## config.mk

```make
export PLATFORM = sky130hd
export DESIGN_NAME = left_shifter_seq
export DESIGN_NICKNAME = d
export VERILOG_FILES = /design/src/rtl/left_shifter_seq.sv
export SDC_FILE = /design/constraint.sdc
export NUM_CORES = 1
export LEC_CHECK = 0
export CAP_MARGIN = 20
export CELL_PAD_IN_SITES_DETAIL_PLACEMENT = 1
export CELL_PAD_IN_SITES_GLOBAL_PLACEMENT = 2
export CORE_ASPECT_RATIO = 0.9
export CORE_MARGIN = 2
export CORE_UTILIZATION = 31
export DETAILED_ROUTE_END_ITERATION = 12
export GPL_ROUTABILITY_DRIVEN = 0
export PLACE_DENSITY = 0.8
export SLEW_MARGIN = 10
export SYNTH_ARGS = -nofsm -noshare
export SYNTH_HDL_FRONTEND = slang
export SYNTH_SLANG_ARGS = --single-unit
```

## constraint.sdc

```tcl
create_clock -name clk -period 2.5 [get_ports clk]
set_input_delay 0.75 -clock clk [delete_from_list [all_inputs] [get_ports clk]]
set_output_delay 0.75 -clock clk [all_outputs]
set_load 0.005 [all_outputs]
```

## src/rtl/left_shifter_seq.sv

```systemverilog
// Multi-cycle barrel shifter: five log2 stages, one per clock.
// Optional rotate mode is compiled in with LEFT_SHIFTER_SEQ_ROTATE_EN.
//
// Ports:
//   clk   - clock, rising edge
//   rst   - asynchronous active-high reset
//   start - request, sampled only while idle
//   in    - 32-bit operand, captured on accepted start
//   sha   - 5-bit shift amount, captured on accepted start
//   rot   - rotate select (only with LEFT_SHIFTER_SEQ_ROTATE_EN)
//   busy  - high while a shift is in progress
//   done  - one-cycle pulse when out holds a new result
//   out   - registered result, held until the next completion
module left_shifter_seq (
  input  logic        clk,
  input  logic        rst,
  input  logic        start,
  input  logic [31:0] in,
  input  logic [4:0]  sha,
`ifdef LEFT_SHIFTER_SEQ_ROTATE_EN
  input  logic        rot,
`endif
  output logic        busy,
  output logic        done,
  output logic [31:0] out
);

  typedef enum logic {
    IDLE  = 1'b0,
    SHIFT = 1'b1
  } state_t;

  state_t      state;
  logic [2:0]  k;
  logic [31:0] acc;
  logic [4:0]  amt;
  logic [4:0]  s;
  logic [31:0] nxt;

`ifdef LEFT_SHIFTER_SEQ_ROTATE_EN
  logic        rot_q;
`endif

  assign busy = (state == SHIFT);

  // Stage k moves by 2^k when the matching amount bit is set.
  always_comb begin
    s   = 5'd1 << k;
    nxt = acc;
    if (amt[k]) begin
`ifdef LEFT_SHIFTER_SEQ_ROTATE_EN
      if (rot_q)
        nxt = (acc << s) |
              (acc >> (6'd32 - {1'b0, s}));
      else
        nxt = acc << s;
`else
      nxt = acc << s;
`endif
    end
  end

  always_ff @(posedge clk or posedge rst) begin
    if (rst) begin
      state <= IDLE;
      k     <= 3'd0;
      acc   <= 32'd0;
      amt   <= 5'd0;
      done  <= 1'b0;
      out   <= 32'd0;
`ifdef LEFT_SHIFTER_SEQ_ROTATE_EN
      rot_q <= 1'b0;
`endif
    end else begin
      done <= 1'b0;
      unique case (state)
        IDLE: begin
          if (start) begin
            acc   <= in;
            amt   <= sha;
            k     <= 3'd0;
            state <= SHIFT;
`ifdef LEFT_SHIFTER_SEQ_ROTATE_EN
            rot_q <= rot;
`endif
          end
        end
        SHIFT: begin
          acc <= nxt;
          k   <= k + 3'd1;
          if (k == 3'd4) begin
            out   <= nxt;
            done  <= 1'b1;
            k     <= 3'd0;
            state <= IDLE;
          end
        end
      endcase
    end
  end

endmodule

```

Yosys cells after proc, flatten, opt, wreduce, memory -nomap -nowiden
Cells that the tools add are included.
- add/sub/neg operators: 1
- $lt $le $gt $ge: 1
- eq/ne operators: 2
- shift-type cells: 2
- muxes and demuxes: 13
- bitwise operators: 1
- reductions and logical operators: 2
- operator list (cell ; count):
    $mux 32 ; 2
    $pmux 32 s2 ; 1
    $shl 32x5->32 ; 1
    $mux 3 ; 2
    $pmux 3 s2 ; 1
    $mux 1 ; 5
    $shl 1x3->5 const A ; 1
    $lt 3x4->1 const B ; 1
    $reduce_and 2->1 ; 2
    $add 3x1->3 const B ; 1
    $bmux 1 s3 ; 1
    $eq 3x3->1 const B ; 1
    $ne 2x2->1 const B ; 1
    $pmux 1 s2 ; 1
    $not 1->1 ; 1
- register bits after elaboration: 74
- input bits: 40
- output and inout bits: 34

Logic depth before layout (Yosys ltp)
- word-level depth: 4
- mapped depth: 12

Worst setup path before layout
OpenSTA, ideal clock, no wires.
- path type: register -> register
- start point: reg k[0]
- end point: reg out[29]
- setup time: 0.137 ns
- arrival: 2.259 ns
- path slack: 0.104 ns
- cell stages (with the launch flop): 10
- period minus slack after synthesis: 2.396 ns
- path through: dfrtp_1 > inv_1 > ha_1 > buf_6 > nor2b_2 > mux4_2 > nand2_1 > o21ai_1 > a222oi_1 > o21ai_0
- longest elaborated chain between the ends: 3
- ends and longest elaborated chain (what ; RTL line ; RTL):
    from (decl) ; 34 ; logic [2:0] k;
    from (signal assigned) ; 90 ; k <= k + 3'd1;
    $shl 1x3->5 / $bmux 1 s3 (equally long branches) ; 48, 50 ;
    $shl 32x5->32 / $mux 1 (equally long branches) ; 58, 50 ;
    $mux 32 ; 50 ; if (amt[k]) begin
    to (signal assigned) ; 92 ; out <= nxt;
    to (decl) ; 25 ; output logic [31:0] out
Several ways; a longest one is shown, not always the timed one. The select of a mux whose other input is x is not followed.
A chain may end at the register's enable or synchronous reset.

Worst setup path after layout
- start point: reg k[0]
- end point: reg acc[18]
- longest elaborated chain between the ends: 4
- ends and longest elaborated chain (what ; RTL line ; RTL):
    $shl 1x3->5 / $bmux 1 s3 (equally long branches) ; 48, 50 ;
    $shl 32x5->32 / $mux 1 (equally long branches) ; 58, 50 ;
    $mux 32 (*) ; 50 ;
    $pmux 32 s2 (*) ; 76 ; unique case (state)
    to (signal assigned) ; 79 ; acc <= in;
    to (signal assigned) ; 89 ; acc <= nxt;
    to (decl) ; 35 ; logic [31:0] acc;
Every way passes the cells marked *; elsewhere a longest branch is shown, timed or not. The select of a mux whose other input is x is not followed.

==> impl_metrics.tcl <==
set metrics [dict create \
    setup_viol 4 \
    antenna_left 0 \
    num_io_pins 74 \
    tritoncts "yes" \
    grt_pass1_wl_mm 36.96 \
    num_vias 6148 \
    use_met3_pct 4.965 \
    die_x_microns 145.8 \
    fin_nets 809 \
    powerDensity_nw_per_um2 1747 \
    drt-total-wl_mm 25.14 \
    synthArstFlopShare_pct 100.0 \
    yosys-top-cells-area "dfrtp_1 (33%), mux4_2 (6.8%), mux2i_1 (6.8%)" \
    placedInstanceArea_sq_um 7066 \
    synth.avg_cell_area_sq_um 8.987 \
    tightest_slew_ns 0.5683 \
    synth_top_area_cell "dfrtp_1" \
    nFillCells 2050 \
    path_max_fanout 5 \
    clock_latency_ns 0.36 \
    fmax_ghz 0.3879 \
    seq_area_frac_synth_pct 33.02 \
    busiest_layer "met2" \
    leakagePower_uw 0.003267 \
    die_h_microns 131.6 \
    syn-cell-area_sq_um 5608 \
    crit_path_start "k[0]" \
    grtUsageTotal_pct 24.88 \
    num_antenna_cells 0 \
    ys_warn_count 0 \
    yosysMostFrequentCell "dfrtp_1" \
    antenna_found_initial 0 \
    finalNonFillerCells 1007 \
    clockBufferDepth 2 \
    status "finished with violations" \
    multi_input_area_sq_um 3536 \
    grtUsageMet2_pct 38.39 \
    finalCritPeriodShare_pct 103.1 \
    io_buffers 73 \
    place_hpwl_mm 18.34 \
    grt_overflow 0 \
    cts_buffers 9 \
    tns_ns -0.2249 \
    holdBufCountCts 0 \
    finalCriticalPeriod_ns 2.578 \
    dp.cells 962 \
    cts.clk_slew.worst_paths_ns 0.06 \
    required_ns 2.79 \
    dr.pass1.iters 5 \
    synth_cells 624 \
    setup.worst_path.end_class "flip-flop" \
    min_from "out[6]" \
    synth_seq_cells 74 \
    start_kind "flip-flop" \
    ys_types 71 \
    wl_per_cell_microns 24.96 \
    worstSetupPathType "flip-flop to flip-flop" \
    syn_to_final_growth_pct 39.47 \
    rows 46 \
    seq_area_sq_um 1853 \
    p_total_uw 13660 \
    relSlewSlack_pct 62.07 \
    cts_root_buf "clkbuf_16" \
    via_per_inst 6.105 \
    grt_pass1_vias 5957 \
    synth_top_area_share_pct 33.02 \
    fin_area_sq_um 7821 \
    finalHoldViolCount 0 \
    synth_ff_type "dfrtp_1" \
    core_sq_um 17670 \
    cp.arrival_ns 2.86 \
    worst_clock_skew_ns 0.01537 \
    met1_usage_pct 35.05 \
    worstHoldPathType "flip-flop to flip-flop" \
    start_util_pct 31.74 \
    dieArea_sq_um 19180 \
    cts.sinks 74 \
    synth_edf_count 0 \
    reg2reg_from "k[0]" \
    drc_errors 0 \
    drive_gt1_share_pct 28.03 \
    synthTopCellsByCount "dfrtp_1 (74), nand2_1 (73), nor2_1 (43)" \
    violations "negative setup slack" \
    cap_viol_max_count 0 \
    vdd.ir_drop.worst_mv 0.5453 \
    htree_num_levels 3 \
    worst_slack_ns -0.07809 \
    drv_slew 0 \
    grt_max_degree 41 \
    grt_setup_unrepaired "true" \
    synth.net_count 669 \
    first_iter_violations 666 \
]
-- where the power goes --
part           internal, uW  leakage [uW]  switching [uW]  total [uW]
Clock                   685      0.000127             529        1210
Sequential             1770      0.000922             914        2680
Combinational          4590       0.00222            5180        9770
-- logic make-up (layout without fill, tap and decap cells) --
kind of cell	Yosys count	in the layout	share of synthesized area, %
flip-flops	74	74	33.02
multiplexers	68	68	16.22
adder cells (fa/ha/maj)	5	5	1.116
AND/OR/NAND/NOR	185	185	15.89
AO/OA/AOI/OAI	205	205	26.17
buffers and inverters	87	230	7.586
-- placed cells by master, fill, tap and decap left out, drive strengths merged, types with 4 or more instances in the layout --
cell type	n
o22ai	14
mux4	17
nor2	43
buf	120
dfrtp	74
a32oi	9
o221ai	8
nor2b	14
mux2i	38
a211oi	10
a21oi	34
inv	21
nor4	4
a221oi	6
a2bb2oi	4
a22oi	16
nor3b	6
clkdlybuf4s50	73
o21ai	43
nand2	73
clkbuf	12
nand4	8
a222oi	4
nand3	6
a31oi	7
nand2b	7
o211ai	4
o31ai	9
and2	4
mux2	13
nor3	10
a221o	7
ha	5
-- flip-flops by register name (all words and copies together) (netlist names) --
register and flops:
k 3, out 32, busy 1, acc 32, done 1, amt 5
-- per-stage QoR --
stage / utilization, % / worst slack [ns] / hold WS (ns)
2_1_floorplan: - / 0.1038 / 0.4628
3_3_place_gp: 39.99 / -0.04636 / 0.4589
3_5_place_dp: 39.99 / -0.1275 / 0.4555
4_1_cts: 41.74 / 0.006232 / 0.4683
5_1_grt: 44.26 / -0.1008 / 0.5054
6_report: 44.26 / -0.07809 / 0.4630
-- repair_timing --
item | 4_1_cts | 5_1_grt
setup buffers | 2 | 27
gates resized for setup | 9 | 56
endpoints found under the setup margin | 20 | 28
pin swaps | 3 | 20
gates cloned | 0 | 2
-- cell type report --
type,instances,share of cell area [%]
clock buffers,11,3.104
inverters,22,1.104
multi-input cells,463,45.21
repair buffers,194,22.83
well taps,240,3.839
clock inverters,3,0.2240
flip-flops and latches,74,23.69
-- critical path: stages, from the launching register on --
cell	delay (ns)
dfrtp_1	0.39
buf_4	0.16
buf_4	0.12
buf_4	0.14
ha_1	0.19
ha_1	0.20
inv_1	0.12
nand4_1	0.42
or2_2	0.49
a21oi_1	0.16
a221o_1	0.13
-- per-layer routing --
| metal | wire [microns] | vias up | part of all wire, % |
|---|---|---|---|
| li1 | - | 2635 | - |
| met3 | 2543 | 93 | 10 |
| met2 | 11310 | 379 | 45 |
| met5 | 0 | - | 0 |
| met4 | 933 | 0 | 3.7 |
| met1 | 10350 | 3041 | 41 |
-- final timing paths --
kind / endpoint / slack (ns) / cells after the start
worst max register to register: acc[18] / -0.08 / 10
min in group asynchronous: out[14] / 0.78 / 2
worst min register to register: out[6] / 0.46 / 2
worst max-delay path: acc[18] / -0.08 / 10
max in group asynchronous: k[2] / 1.20 / 3
worst min-delay path: out[6] / 0.46 / 2
Note: power is estimated with default switching activity, not from simulation.
